<file path="src/rtl/vx_priority_drain.sv">
// Purpose: latch an N-bit request mask, then emit up to K set bits per beat in priority
//          order, clearing each emitted bit, until the mask is empty.
// Latency: input fire at edge t -> first output beat valid in cycle t+1; one beat per cycle.
// Backpressure: ready_out low freezes every output and pending; a new mask is only accepted
//               while idle or on the cycle the last beat of the current mask fires.
//
// Ports:
//   clk, reset        clock and synchronous active-high reset
//   valid_in, data_in, ready_in
//                     input mask handshake (ready_in depends combinationally on ready_out)
//   valid_out, index_out, lane_valid_out, onehot_out, last_out, ready_out
//                     output beat handshake; lane j index at index_out[j*LN +: LN]
module vx_priority_drain #(
    parameter int N       = 8,
    parameter int K       = 2,
    parameter bit REVERSE = 1'b0,
    parameter int LN      = (N > 1) ? $clog2(N) : 1
) (
    input  logic            clk,
    input  logic            reset,
    input  logic            valid_in,
    input  logic [N-1:0]    data_in,
    output logic            ready_in,
    output logic            valid_out,
    output logic [K*LN-1:0] index_out,
    output logic [K-1:0]    lane_valid_out,
    output logic [N-1:0]    onehot_out,
    output logic            last_out,
    input  logic            ready_out
);

    typedef enum logic {
        IDLE  = 1'b0,
        DRAIN = 1'b1
    } state_t;

    state_t         state;
    logic [N-1:0]   pending;

    // Pick network results.
    logic [N-1:0]   lane_oh   [K];
    logic [LN-1:0]  lane_idx  [K];
    logic [K-1:0]   lane_hit;
    logic [N-1:0]   rem;        // bits still unclaimed after all K stages
    logic [N-1:0]   stage_in;   // bits entering the current stage
    logic [N-1:0]   seen;       // prefix-OR of bits already passed in scan order

    logic           in_fire;
    logic           out_fire;

    // ------------------------------------------------------------------
    // K cascaded first-set-bit stages. Each stage scans its input in
    // priority order with a running prefix-OR: a bit is picked only if no
    // higher-priority bit was set. The picked bit is then removed before
    // the next stage, so stage j yields the (j+1)-th set bit of pending.
    // ------------------------------------------------------------------
    always_comb begin
        stage_in = pending;
        seen     = '0;
        lane_hit = '0;
        for (int j = 0; j < K; j++) begin
            lane_oh[j]  = '0;
            lane_idx[j] = '0;
            seen        = '0;
            if (REVERSE) begin
                for (int i = N - 1; i >= 0; i--) begin
                    lane_oh[j][i] = stage_in[i] & ~seen[0];
                    seen[0]       = seen[0] | stage_in[i];
                end
            end else begin
                for (int i = 0; i < N; i++) begin
                    lane_oh[j][i] = stage_in[i] & ~seen[0];
                    seen[0]       = seen[0] | stage_in[i];
                end
            end
            // One-hot to binary; an empty stage encodes to index 0.
            for (int i = 0; i < N; i++) begin
                if (lane_oh[j][i]) begin
                    lane_idx[j] = lane_idx[j] | LN'(i);
                end
            end
            lane_hit[j] = |lane_oh[j];
            stage_in    = stage_in & ~lane_oh[j];
        end
        rem = stage_in;
    end

    // ------------------------------------------------------------------
    // Output beat. Everything is derived from registered state only, so
    // valid_out never sees valid_in combinationally. Outputs are gated by
    // valid_out so the idle values are clean zeros regardless of pending.
    // ------------------------------------------------------------------
    assign valid_out = (state == DRAIN);

    always_comb begin
        index_out      = '0;
        lane_valid_out = '0;
        onehot_out     = '0;
        for (int j = 0; j < K; j++) begin
            if (valid_out && lane_hit[j]) begin
                index_out[j*LN +: LN] = lane_idx[j];
                lane_valid_out[j]     = 1'b1;
                onehot_out            = onehot_out | lane_oh[j];
            end
        end
    end

    // Nothing left after the K stages means popcount(pending) <= K.
    assign last_out = valid_out && (rem == '0);

    // A new mask may slip in on the cycle the final beat leaves, keeping the
    // output stream gap-free between back-to-back masks.
    assign ready_in = !reset &&
                      ((state == IDLE) || (last_out && ready_out));

    assign in_fire  = valid_in && ready_in;
    assign out_fire = valid_out && ready_out;

    // ------------------------------------------------------------------
    // FSM and pending mask.
    // ------------------------------------------------------------------
    always_ff @(posedge clk) begin
        if (reset) begin
            state   <= IDLE;
            pending <= '0;
        end else begin
            case (state)
                IDLE: begin
                    // A zero mask is accepted and dropped; pending stays empty.
                    if (in_fire && (data_in != '0)) begin
                        pending <= data_in;
                        state   <= DRAIN;
                    end
                end
                DRAIN: begin
                    if (out_fire) begin
                        if (last_out) begin
                            if (in_fire) begin
                                // Bypass: load the next mask directly.
                                pending <= data_in;
                                state   <= (data_in != '0) ? DRAIN : IDLE;
                            end else begin
                                pending <= '0;
                                state   <= IDLE;
                            end
                        end else begin
                            pending <= pending & ~onehot_out;
                        end
                    end
                end
                default: begin
                    state   <= IDLE;
                    pending <= '0;
                end
            endcase
        end
    end

endmodule

</file>
<file path="config.mk">
export PLATFORM = sky130hd
export DESIGN_NAME = vx_priority_drain
export DESIGN_NICKNAME = d
export VERILOG_FILES = /design/src/rtl/vx_priority_drain.sv
export SDC_FILE = /design/constraint.sdc
export NUM_CORES = 1
export LEC_CHECK = 0
export CORE_ASPECT_RATIO = 1.25
export CORE_UTILIZATION = 39
export DETAILED_ROUTE_END_ITERATION = 16
export PLACE_DENSITY = 0.72
export SETUP_SLACK_MARGIN = 0.1
export SKIP_LAST_GASP = 1
export SYNTH_ARGS = -nofsm -noshare
export SYNTH_HDL_FRONTEND = slang
export SYNTH_SLANG_ARGS = --single-unit
</file>
<file path="constraint.sdc">
create_clock -name clk -period 2.2 [get_ports clk]
set_clock_uncertainty 0.1 [all_clocks]
set_input_delay 0.55 -clock clk [delete_from_list [all_inputs] [get_ports clk]]
set_output_delay 0.55 -clock clk [all_outputs]
set_load 0.01 [all_outputs]
</file>
==> results.tsv <==
stage	metric	value	unit
setup_path	required_time_reported_for_the_critical_path_endpoint	1.55	ns
global_route	grt_first_pass_wirelength	8.079	mm
routing	via_count	1837	
synthesis	synth_enable_flop_cells	0	
global_route	first_global_vias	1586	
clock_tree	cts-hold-fix-buffers	0	
synthesis	yosysSeqAreaShare	18.14	%
clock_tree	cts.root.buffer_cell	sky130_fd_sc_hd__clkbuf_4	
power	switching_part_of_the_total	40.75	%
place	place.gp.congestion	0.8409	
outcome	violated_checks	negative setup slack	
timing	worstMarginPinSlew	0.5860	ns
routing	drc_errors	0	
setup_path	critical_path_arrival	2.28	ns
power	ir_drop_worst_case_vdd	0.3604	mV
die	design.core.area	2427	um2
clock_tree	cts_tree	yes	
die	io-pin-count	31	
min_path	hold_class	in2reg	
setup_path	critical-path-slowest-cell	sky130_fd_sc_hd__dfxtp_4	
timing	max_freq	0.3408	GHz
setup_path	worstPathMaxFanout	6	
power	power.clock.fraction	15.0	%
setup_path	cp_common_cell	sky130_fd_sc_hd__buf_4	
global_route	antenna_found_initial	0	
die	dieWidth	47.14	um
synthesis	synth.net_count	147	
timing	final-hold-violation-count	0	
power	power.static_leakage	1.055	nW
routing	drtPass1Iterations	4	
timing	setup_viol	23	
timing	rsz0062_at_grt	yes	
layout	n_antenna_cell	0	
place	pre_cts_slack	-0.6620	ns
routing	initialDrtViolationCount	134	
timing	final_setup_margin	-0.7345	ns
timing	final_count_of_pins_violating_max_slew	0	
routing	routed_wire_length_per_instance	24.35	um
synthesis	number_of_distinct_library_cells_after_synthesis	47	
place	dp_cells	234	
setup_path	worst_setup_path_end_kind	output pin	
power	post-layout-total-power	0.0009358	W
die	initial_utilization	40.93	%
routing	drt-vias-per-instance	6.608	
synthesis	ys.flop_type	sky130_fd_sc_hd__dfxtp_1	
clock_tree	tritoncts.num_buffers	3	
synthesis	number_of_cells_produced_by_synthesis	135	
layout	final_nets	258	
global_route	grt_util_all_layers	42.46	%
place	dp_hpwl	2.600	mm
timing	timing.hold.ws	0.6251	ns
synthesis	synth.cell_area	993.5	um2
layout	synthToLayoutAreaGrowth	128.2	%
layout	leading_cell_type_in_the_layout_fill_and_taps_excluded	sky130_fd_sc_hd__buf_4	
synthesis	ys_ff_latch	9	
layout	layoutNonFillerInstCount	278	
routing	drt-total-wl	6.769	mm
setup_path	worstPathCellList	nor4_4 -> nand2b_1 -> buf_4 -> a22oi_2 -> a2bb2oi_2 -> buf_4 -> a21o_1 -> nor2b_4 -> buf_6	
global_route	grt-ovfl-total	0	
clock_tree	htree_levels	1	
die	floorplan.rows	20	
setup_path	worst_path_largest_cell_delay	0.39	ns
clock_tree	maximum_buffer_depth_of_the_clock_tree	2	
outcome	result_of_the_run	finished, violations left	
synthesis	ys_async_sr_fraction	0	%
setup_path	start_kind	register	
timing	slew-limit-headroom	60.57	%
clock_tree	cts_num_sinks	9	
global_route	grt_start_max_net_pins	15	
timing	fin_crit	2.935	ns
power	seqPwrFrac	21.3	%
layout	final_util	93.40	%
clock_tree	clkTransAtPathRegs	0.07	ns
job	maxCapViolCount	0	
die	fp.dieH	58.43	um
place	port-buffer-count	30	
power	pwr-share-comb	63.7	%
power	netSwitchingPower	0.0003813	W
synthesis	ys.warnings.count	0	
timing	layout_worst_path_cycle_share	133.4	%
power	power.density	412.8	nW/um2
power	intPower	0.0005545	W
layout	layout-drive-gt1-share	65.71	%
clock_tree	clk-insertion-delay-late	0.28	ns
setup_path	timing_worst_setup_path_type	reg2out	
layout	layout.cells.most_common_list	sky130_fd_sc_hd__buf_4 (72), sky130_fd_sc_hd__buf_6 (22), sky130_fd_sc_hd__buf_2 (11), sky130_fd_sc_hd__nor2_1 (8), sky130_fd_sc_hd__dlygate4sd2_1 (7)	
synthesis	synthesis.area_per_instance	7.359	um2
routing	post_detailed_route_count_of_antenna_violating_nets	0	
die	design.die.area	2754	um2
-- state kept, by name, indices dropped and copies added, names as in the netlist --
register   cells
pending        8
valid_out      1
-- repair_timing --
action,in CTS,in global routing
setup buffers,29,18
resized for setup,120,31
pin swaps,26,26
endpoints found under the setup margin,26,25
-- logic make-up after synthesis --
| kind of cell | Yosys count | synth area share, % |
|---|---|---|
| AO/OA/AOI/OAI | 48 | 37.91 |
| XOR/XNOR | 2 | 1.764 |
| adder cells (fa/ha/maj) | 5 | 5.038 |
| buffers and inverters | 17 | 7.934 |
| flip-flops | 9 | 18.14 |
| multiplexers | 1 | 1.133 |
| AND/OR/NAND/NOR | 53 | 28.08 |
-- stage by stage --
stage,area [um2],TNS [ns]
2_1_floorplan,1066,-0.01230
3_3_place_gp,1710,-8.523
3_5_place_dp,1710,-9.267
4_1_cts,2036,-4.251
5_1_grt,2267,-8.441
6_report,2267,-6.896
-- power groups by stage --
stage                     logic (W)  clock network [W]  registers [W]
after detailed placement   0.000350                  0       0.000201
after global routing       0.000622           0.000148       0.000199
after CTS                  0.000455           0.000136       0.000194
after global placement     0.000342                  0       0.000200
final                      0.000596           0.000141       0.000199
after floorplan            0.000193                  0       0.000191
-- per-layer routing --
layer	wire length (um)	vias up	global-route usage (%)
met1	2237	851	46.14
li1	-	731	-
met5	0	-	0
met3	724	66	6.442
met4	573	0	27.35
met2	3235	189	73.02
-- synthesized netlist by cell type (2+ instances only) --
| cell | n | area share, % |
|---|---|---|
| sky130_fd_sc_hd__a21o_1 | 2 | 1.5 |
| sky130_fd_sc_hd__nor2_1 | 12 | 4.5 |
| sky130_fd_sc_hd__buf_2 | 3 | 1.5 |
| sky130_fd_sc_hd__nor2b_1 | 4 | 2.5 |
| sky130_fd_sc_hd__and3_1 | 5 | 3.1 |
| sky130_fd_sc_hd__o22ai_1 | 4 | 2.5 |
| sky130_fd_sc_hd__clkbuf_1 | 9 | 3.4 |
| sky130_fd_sc_hd__nand2_1 | 11 | 4.2 |
| sky130_fd_sc_hd__a32o_1 | 3 | 3.0 |
| sky130_fd_sc_hd__and2_1 | 4 | 2.5 |
| sky130_fd_sc_hd__maj3_1 | 5 | 5.0 |
| sky130_fd_sc_hd__or2_1 | 2 | 1.3 |
| sky130_fd_sc_hd__nand2b_1 | 2 | 1.3 |
| sky130_fd_sc_hd__or4_1 | 2 | 1.5 |
| sky130_fd_sc_hd__a31o_1 | 5 | 4.4 |
| sky130_fd_sc_hd__o21ai_0 | 4 | 2.0 |
| sky130_fd_sc_hd__nand3b_1 | 2 | 1.5 |
| sky130_fd_sc_hd__inv_1 | 2 | 0.76 |
| sky130_fd_sc_hd__dfxtp_1 | 9 | 18 |
| sky130_fd_sc_hd__o2bb2ai_1 | 2 | 1.8 |
| sky130_fd_sc_hd__nor3_1 | 4 | 2.0 |
| sky130_fd_sc_hd__o31ai_1 | 2 | 1.5 |
| sky130_fd_sc_hd__a211oi_1 | 3 | 2.3 |
| sky130_fd_sc_hd__a2111oi_2 | 2 | 3.0 |
| sky130_fd_sc_hd__a21oi_1 | 10 | 5.0 |
-- worst max-delay path: cells and delay by family, from the launching register on --
family          cells  cell delay (ns)
compound gates      3             0.48
buf+inv             3             0.41
flops               1             0.39
simple gates        3             0.71
-- worst paths after layout --
| kind | from | endpoint | slack [ns] | cells after the start |
|---|---|---|---|---|
| hold reg to reg | pending[0] | pending[0] | 0.65 | 2 |
| hold / removal | data_in[3] | pending[3] | 0.63 | 3 |
| setup / recovery | pending[5] | ready_in | -0.73 | 9 |
| setup reg to reg | pending[1] | pending[4] | -0.14 | 12 |
-- final cells by class --
| type | instances | area [um2] |
|---|---|---|
| Tap cell | 33 | 41.29 |
| Timing Repair Buffer | 120 | 989.7 |
| Multi-Input combinational cell | 109 | 1002 |
| Clock buffer | 4 | 26.28 |
| Fill cell | 80 | 160.2 |
| Sequential cell | 9 | 196.4 |
| Inverter | 3 | 11.26 |
Power figures use the tool's default switching activity.
